===== src/rtl/btn_debounce_toggle_pkg.sv =====
`default_nettype none
// ============================================================================
// btn_pkg : shared state encoding and defaults for the button front end
// Revision 1.0
// ============================================================================
package btn_pkg;

  typedef enum logic [1:0] {
    UP      = 2'd0,
    WAIT_DN = 2'd1,
    DOWN    = 2'd2,
    WAIT_UP = 2'd3
  } btn_state_e;

  localparam int   DEF_DEBOUNCE_CYCLES = 50000;
  localparam int   DEF_CNT_W           = 16;
  localparam logic LED_OFF             = 1'b1;

endpackage
`default_nettype wire


===== src/rtl/btn_debounce_toggle_if.sv =====
`default_nettype none
// ============================================================================
// btn_debounce_toggle_if : raw button inputs and debounced/LED outputs
// Revision 1.0
// ============================================================================
interface btn_debounce_toggle_if #(
  parameter int N_BTN = 4
);

  logic [N_BTN-1:0] i_btn_n;
  logic [N_BTN-1:0] o_btn_down;
  logic [N_BTN-1:0] o_press;
  logic [N_BTN-1:0] o_release;
  logic [N_BTN-1:0] o_led_n;

  modport master (
    output i_btn_n,
    input  o_btn_down,
    input  o_press,
    input  o_release,
    input  o_led_n
  );

  modport slave (
    input  i_btn_n,
    output o_btn_down,
    output o_press,
    output o_release,
    output o_led_n
  );

endinterface
`default_nettype wire


===== src/rtl/btn_debounce_toggle_ch.sv =====
`default_nettype none
// ============================================================================
// btn_debounce_ch : one channel - synchroniser, debounce FSM, pulses, LED toggle
// Revision 1.0
// ============================================================================
module btn_debounce_ch
  import btn_pkg::*;
#(
  parameter int DEBOUNCE_CYCLES = DEF_DEBOUNCE_CYCLES,
  parameter int CNT_W           = DEF_CNT_W
) (
  input  wire logic i_clk,
  input  wire logic i_rst,
  input  wire logic i_btn_n,
  output logic      o_btn_down,
  output logic      o_press,
  output logic      o_release,
  output logic      o_led_n
);

  localparam logic [CNT_W-1:0] C_CNT_MAX = CNT_W'(DEBOUNCE_CYCLES);
  localparam logic [CNT_W-1:0] C_CNT_ONE = CNT_W'(1);

  logic [1:0]       sync_q, sync_d;
  btn_state_e       state_q, state_d;
  logic [CNT_W-1:0] cnt_q, cnt_d;
  logic             down_q, down_d;
  logic             press_q, press_d;
  logic             release_q, release_d;
  logic             led_q, led_d;
  logic             w_s_btn_n;

  assign w_s_btn_n = sync_q[1];

  always_comb begin
    sync_d    = {sync_q[0], i_btn_n};
    state_d   = state_q;
    cnt_d     = cnt_q;
    down_d    = down_q;
    press_d   = 1'b0;
    release_d = 1'b0;
    // LED follows the registered press pulse, so it flips one cycle later
    led_d     = press_q ? ~led_q : led_q;

    case (state_q)
      UP: begin
        if (!w_s_btn_n) begin
          state_d = WAIT_DN;
          cnt_d   = C_CNT_ONE;
        end
      end
      WAIT_DN: begin
        if (w_s_btn_n) begin
          state_d = UP;
          cnt_d   = '0;
        end else if (cnt_q == C_CNT_MAX) begin
          state_d = DOWN;
          cnt_d   = '0;
          press_d = 1'b1;
          down_d  = 1'b1;
        end else begin
          cnt_d = cnt_q + C_CNT_ONE;
        end
      end
      DOWN: begin
        if (w_s_btn_n) begin
          state_d = WAIT_UP;
          cnt_d   = C_CNT_ONE;
        end
      end
      WAIT_UP: begin
        if (!w_s_btn_n) begin
          state_d = DOWN;
          cnt_d   = '0;
        end else if (cnt_q == C_CNT_MAX) begin
          state_d   = UP;
          cnt_d     = '0;
          release_d = 1'b1;
          down_d    = 1'b0;
        end else begin
          cnt_d = cnt_q + C_CNT_ONE;
        end
      end
      default: begin
        state_d = UP;
        cnt_d   = '0;
      end
    endcase
  end

  always_ff @(posedge i_clk) begin
    if (i_rst) begin
      sync_q    <= 2'b11;
      state_q   <= UP;
      cnt_q     <= '0;
      down_q    <= 1'b0;
      press_q   <= 1'b0;
      release_q <= 1'b0;
      led_q     <= LED_OFF;
    end else begin
      sync_q    <= sync_d;
      state_q   <= state_d;
      cnt_q     <= cnt_d;
      down_q    <= down_d;
      press_q   <= press_d;
      release_q <= release_d;
      led_q     <= led_d;
    end
  end

  assign o_btn_down = down_q;
  assign o_press    = press_q;
  assign o_release  = release_q;
  assign o_led_n    = led_q;

endmodule
`default_nettype wire


===== src/rtl/btn_debounce_toggle.sv =====
`default_nettype none
// ============================================================================
// btn_debounce_toggle : N independent debounced button channels with LED toggle
// Revision 1.0
// ============================================================================
module btn_debounce_toggle
  import btn_pkg::*;
#(
  parameter int N_BTN           = 4,
  parameter int DEBOUNCE_CYCLES = DEF_DEBOUNCE_CYCLES,
  parameter int CNT_W           = DEF_CNT_W
) (
  input  wire logic             i_clk,
  input  wire logic             i_rst,
  btn_debounce_toggle_if.slave  bus
);

  logic [N_BTN-1:0] w_btn_down;
  logic [N_BTN-1:0] w_press;
  logic [N_BTN-1:0] w_release;
  logic [N_BTN-1:0] w_led_n;

  for (genvar g = 0; g < N_BTN; g++) begin : g_ch
    btn_debounce_ch #(
      .DEBOUNCE_CYCLES (DEBOUNCE_CYCLES),
      .CNT_W           (CNT_W)
    ) u_ch (
      .i_clk      (i_clk),
      .i_rst      (i_rst),
      .i_btn_n    (bus.i_btn_n[g]),
      .o_btn_down (w_btn_down[g]),
      .o_press    (w_press[g]),
      .o_release  (w_release[g]),
      .o_led_n    (w_led_n[g])
    );
  end

  assign bus.o_btn_down = w_btn_down;
  assign bus.o_press    = w_press;
  assign bus.o_release  = w_release;
  assign bus.o_led_n    = w_led_n;

endmodule
`default_nettype wire


===== src/flat_wrapper.sv =====
// flat-port wrapper written by rule: the top's interface ports become plain ports
module btn_debounce_toggle_flat import btn_pkg::*;
#(
  parameter int N_BTN           = 4,
  parameter int DEBOUNCE_CYCLES = DEF_DEBOUNCE_CYCLES,
  parameter int CNT_W           = DEF_CNT_W
)
  (i_clk, i_rst, bus_i_btn_n, bus_o_btn_down, bus_o_press, bus_o_release, bus_o_led_n);
  btn_debounce_toggle_if #(.N_BTN(N_BTN)) bus_i ();
  input  wire logic i_clk;
  input  wire logic i_rst;
  input wire logic [$bits(bus_i.i_btn_n)-1:0] bus_i_btn_n;
  output wire logic [$bits(bus_i.o_btn_down)-1:0] bus_o_btn_down;
  output wire logic [$bits(bus_i.o_press)-1:0] bus_o_press;
  output wire logic [$bits(bus_i.o_release)-1:0] bus_o_release;
  output wire logic [$bits(bus_i.o_led_n)-1:0] bus_o_led_n;
  assign bus_i.i_btn_n = bus_i_btn_n;
  assign bus_o_btn_down = bus_i.o_btn_down;
  assign bus_o_press = bus_i.o_press;
  assign bus_o_release = bus_i.o_release;
  assign bus_o_led_n = bus_i.o_led_n;
  btn_debounce_toggle #(.N_BTN(N_BTN), .DEBOUNCE_CYCLES(DEBOUNCE_CYCLES), .CNT_W(CNT_W)) u_core (.i_clk(i_clk), .i_rst(i_rst), .bus(bus_i));
endmodule

===== config.mk =====
export PLATFORM = sky130hd
export DESIGN_NAME = btn_debounce_toggle_flat
export DESIGN_NICKNAME = d
export VERILOG_FILES = /design/src/rtl/btn_debounce_toggle_pkg.sv /design/src/rtl/btn_debounce_toggle_if.sv /design/src/rtl/btn_debounce_toggle_ch.sv /design/src/rtl/btn_debounce_toggle.sv /design/src/flat_wrapper.sv
export SDC_FILE = /design/constraint.sdc
export NUM_CORES = 1
export LEC_CHECK = 0
export ABC_AREA = 1
export CAP_MARGIN = 25
export CORE_ASPECT_RATIO = 1.2
export CORE_MARGIN = 3
export CORE_UTILIZATION = 35
export DETAILED_ROUTE_END_ITERATION = 6
export PLACE_DENSITY = 0.49
export RECOVER_POWER = 50
export SYNTH_ARGS = -nofsm -noshare
export SYNTH_HDL_FRONTEND = slang
export SYNTH_SLANG_ARGS = --single-unit

===== constraint.sdc =====
create_clock -name i_clk -period 2 [get_ports i_clk]
set_input_delay 0.6 -clock i_clk [delete_from_list [all_inputs] [get_ports i_clk]]
set_output_delay 0.6 -clock i_clk [all_outputs]
set_load 0.1 [all_outputs]

==> results of run 1 <==
==> Yosys cell counts <==
| library cell | n | share of area (%) |
|---|---|---|
| a21oi_1 | 40 | 3.9 |
| a21oi_2 | 13 | 2.2 |
| a21oi_4 | 1 | 0.31 |
| a31o_2 | 1 | 0.17 |
| and2_0 | 1 | 0.12 |
| buf_2 | 5 | 0.48 |
| buf_4 | 17 | 2.5 |
| buf_6 | 4 | 0.87 |
| clkbuf_1 | 4 | 0.29 |
| dfxtp_1 | 96 | 37 |
| ha_1 | 8 | 1.9 |
| inv_1 | 101 | 7.3 |
| inv_2 | 6 | 0.43 |
| nand2_1 | 213 | 15 |
| nand2_2 | 6 | 0.72 |
| nand3_1 | 52 | 5.0 |
| nand3_2 | 7 | 1.4 |
| nand4_1 | 14 | 1.7 |
| nor2_1 | 98 | 7.1 |
| nor2_2 | 6 | 0.72 |
| nor2_4 | 1 | 0.22 |
| nor3_1 | 23 | 2.2 |
| nor4_1 | 5 | 0.60 |
| o211ai_1 | 1 | 0.14 |
| o21ai_0 | 33 | 3.2 |
| o21bai_1 | 2 | 0.29 |
| or2_2 | 10 | 1.2 |
| or2_4 | 1 | 0.17 |
| xnor2_1 | 4 | 0.68 |
| xor2_1 | 10 | 1.7 |
==> worst max-delay path by stage <==
stage	slack, ps	startpoint	endpoint
after CTS	30	u_core.g_ch[1].u_ch.cnt_q[0]	u_core.g_ch[1].u_ch.cnt_q[9]
after detailed placement	40	u_core.g_ch[1].u_ch.cnt_q[0]	u_core.g_ch[1].u_ch.cnt_q[9]
after global placement	130	u_core.g_ch[1].u_ch.cnt_q[0]	u_core.g_ch[1].u_ch.cnt_q[4]
final	210	u_core.g_ch[3].u_ch.o_btn_down	bus_o_btn_down[3]
after global routing	80	u_core.g_ch[2].u_ch.cnt_q[0]	u_core.g_ch[2].u_ch.cnt_q[2]
after floorplan	610	u_core.g_ch[2].u_ch.cnt_q[0]	u_core.g_ch[2].u_ch.cnt_q[12]
==> kinds of logic after synthesis <==
family / after synthesis
compound gates: 91
xor+xnor: 14
fa+ha+maj: 8
buf+inv: 137
flops: 96
simple gates: 437
==> routing by layer <==
layer | part of all wire [%] | global-route usage, % | wire length (um)
met1 | 47 | 18.4 | 5470
met3 | 2.1 | 2.17 | 238
met2 | 48 | 25.4 | 5620
met5 | 0 | 0 | 0
met4 | 2.3 | 6.64 | 262
==> report_power, final <==
group	switching [mW]	internal [mW]	total, mW	leakage (nW)
logic	0.216	0.0862	0.302	1.25
clock network	0.730	1.03	1.77	0.150
registers	0.0316	1.95	1.98	0.777
==> worst reg2reg max path, delay by kind of cell, from the launching register on <==
family / cells / cell delay [ps]
fa+ha+maj: 1 / 190
simple gates: 8 / 920
flops: 1 / 330
buf+inv: 2 / 160
==> sequential cells by signal, summed over array words and instances, names as in the netlist, named ones only <==
signal                       cells
u_core.g_ch.u_ch.cnt_q          64
u_core.g_ch.u_ch.sync_q          8
u_core.g_ch.u_ch.o_btn_down      4
u_core.g_ch.u_ch.o_led_n         4
u_core.g_ch.u_ch.o_press         4
u_core.g_ch.u_ch.o_release       4
u_core.g_ch.u_ch.state_q         4
==> cell type report <==
type / count / share of cell area [%]
inverter: 107 / 7.11
clock buffer: 13 / 4.61
sequential: 96 / 34.0
tap: 175 / 3.88
clock inverter: 3 / 0.709
timing repair buffer: 25 / 2.83
multi-input combinational: 550 / 46.9
==> cell usage in the layout (no fill, tap or decap), types with 2 or more instances in the layout <==
cell               n
clkbuf_8           2
a21oi_2           12
o21bai_1           2
ha_1               8
nand2_1          214
inv_2              6
nor3_1            23
clkbuf_1           4
nand4_1           14
nor4_1             5
clkbuf_16          9
a21oi_4            2
nand3_2            7
clkdlybuf4s50_1    4
clkbuf_2          17
nand3_1           52
nand2_2            5
dfxtp_1           96
nor2_2             5
nor2_1            99
inv_1            101
or2_2             10
o21ai_0           33
a21oi_1           40
xor2_1            10
xnor2_1            4
clkinv_2           2
==> timing repair <==
action / 4_1_cts / 5_1_grt
setup endpoints to repair: 0 / 9
hold endpoints to repair: 0 / 0
gates resized for setup: 0 / 1
==> run summary, run 1 <==
Crit-path max FO: 2
Post-synthesis cell area: 0.00518 sq mm
Global-route wire length before repair: 19.9 mm
Max stage delay on crit path: 470 ps
Compound-Gate Fraction of Synth Area: 10.2%
CP startpoint kind: register
Post-route antenna net violation count: 0
Crit-path cells: clkbuf_2
Fill cells: 1599
Vias per cell: 4.83
Max-cap violations: 0
Post-synthesis mux area share: 0%
Worst hold stages: 1
Final Power: 4.05 mW
Pins Over Slew Limit: 0
Lkg Pwr: 2.18 nW
Worst EP arrival: 1190 ps
Critical path buffer and inverter count: 1
Max-slew headroom: 53.4%
Largest family of logic cells by synthesized area: simple AND/OR/NAND/NOR gates
CTS tree: done
Largest net degree at the start of global routing: 41
Sequential share of the synthesized area: 37.1%
DRT iter0 DRCs: 183
Crit path max-delay family: buffers and inverters
Number of port buffers: 21
Synth unique cells: 30
Crit path depth: 1
Nets: 803
Post-Synth XOR/XNOR Area: 2.37%
Worst slew pin tran: 699 ps
Worst EP required: 1400 ps
Crit. End Element: output pin
Status: completed
Dpl cell area: 0.00560 sq mm
Die W: 117 um
Initial Util: 35.9%
Number of CTS-inserted buffers: 9
Synth Area in Simple Gates: 36.6%
Synth Area in Adders: 1.93%
Setup WS pre-CTS: 43.8 ps
Vias: 4676
Peak Freq: 558 MHz
Synthesized netlist cell count: 783
Hold buffers post-CTS: 0
Final std cells w/o fill: 969
Yosys warns: 0
First-pass DRT Iterations: 5
Min-Delay Endpoint: u_core.g_ch[3].u_ch.sync_q[1]
Post-Route WL: 11.6 mm
Hold Startpoint: u_core.g_ch[3].u_ch.sync_q[0]
Remaining Overflow, GRT: 0
Setup-failing EPs final: 0
Ports: 22
Area growth, synth to finish: 9.06%
Multi-input logic area: 0.00265 sq mm
Worst vdd ir: 366 uV
RePlAce Congestion: 0.858
Final Hold Vio Count: 0
Clock transition at path regs: 70 ps
Post-detail-place hpwl: 8.40 mm
CP Class: reg2out
PD cells: 716 mW/mm^2
Diodes inserted: 0
Core Util, Final: 39.2%
RR Endpoint: u_core.g_ch[2].u_ch.cnt_q[4]
R2R depth: 11
Post-synthesis net count: 797
Placed Cells incl. Taps: 953
Clock Latency Late Sink: 350 ps
Post-route cell area: 0.00565 sq mm
Die footprint: 0.0163 sq mm
Buffer depth of the longest clock path: 2
Fin Hold WS: 412 ps
Post-CTS setup buffers: 0
H-tree depth: 3
Setup TNS: 0 ps
Clock Skew: 7.42 ps
Crit path time final: 1790 ps
Avg Synthesized Cell Area: 6.62 sq um
Hold Path Class: reg2reg
Synth Register Bits: 96
FP Rows: 48
Vias in the first global route: 4478
CTS Root Cell: clkbuf_16
DRC violations left: 0
Total clock sinks: 96
Initial antenna violation count: 0
Sequential Area: 0.00192 sq mm
WL/cell: 12.0 um
Final period util: 89.6%
Share of layout cells above drive strength 1: 10.5%
FF-to-FF Start: u_core.g_ch[2].u_ch.cnt_q[0]
Final setup margin: 209 ps
DIE HEIGHT: 139 um
RSZ-0062 raised after global routing: false
Total global-route track usage: 14.9%
CP max stage cell: clkbuf_2
FF-to-FF setup slack: 280 ps
Core outline area: 0.0144 sq mm
No activity file was read; power rests on OpenSTA's default activity.
==> run 2, diff against run 1 <==
- SKIP_LAST_GASP: default -> 1
==> results of run 2 <==
Same layout as run 1: the final DEF is identical, and so are final timing and power.
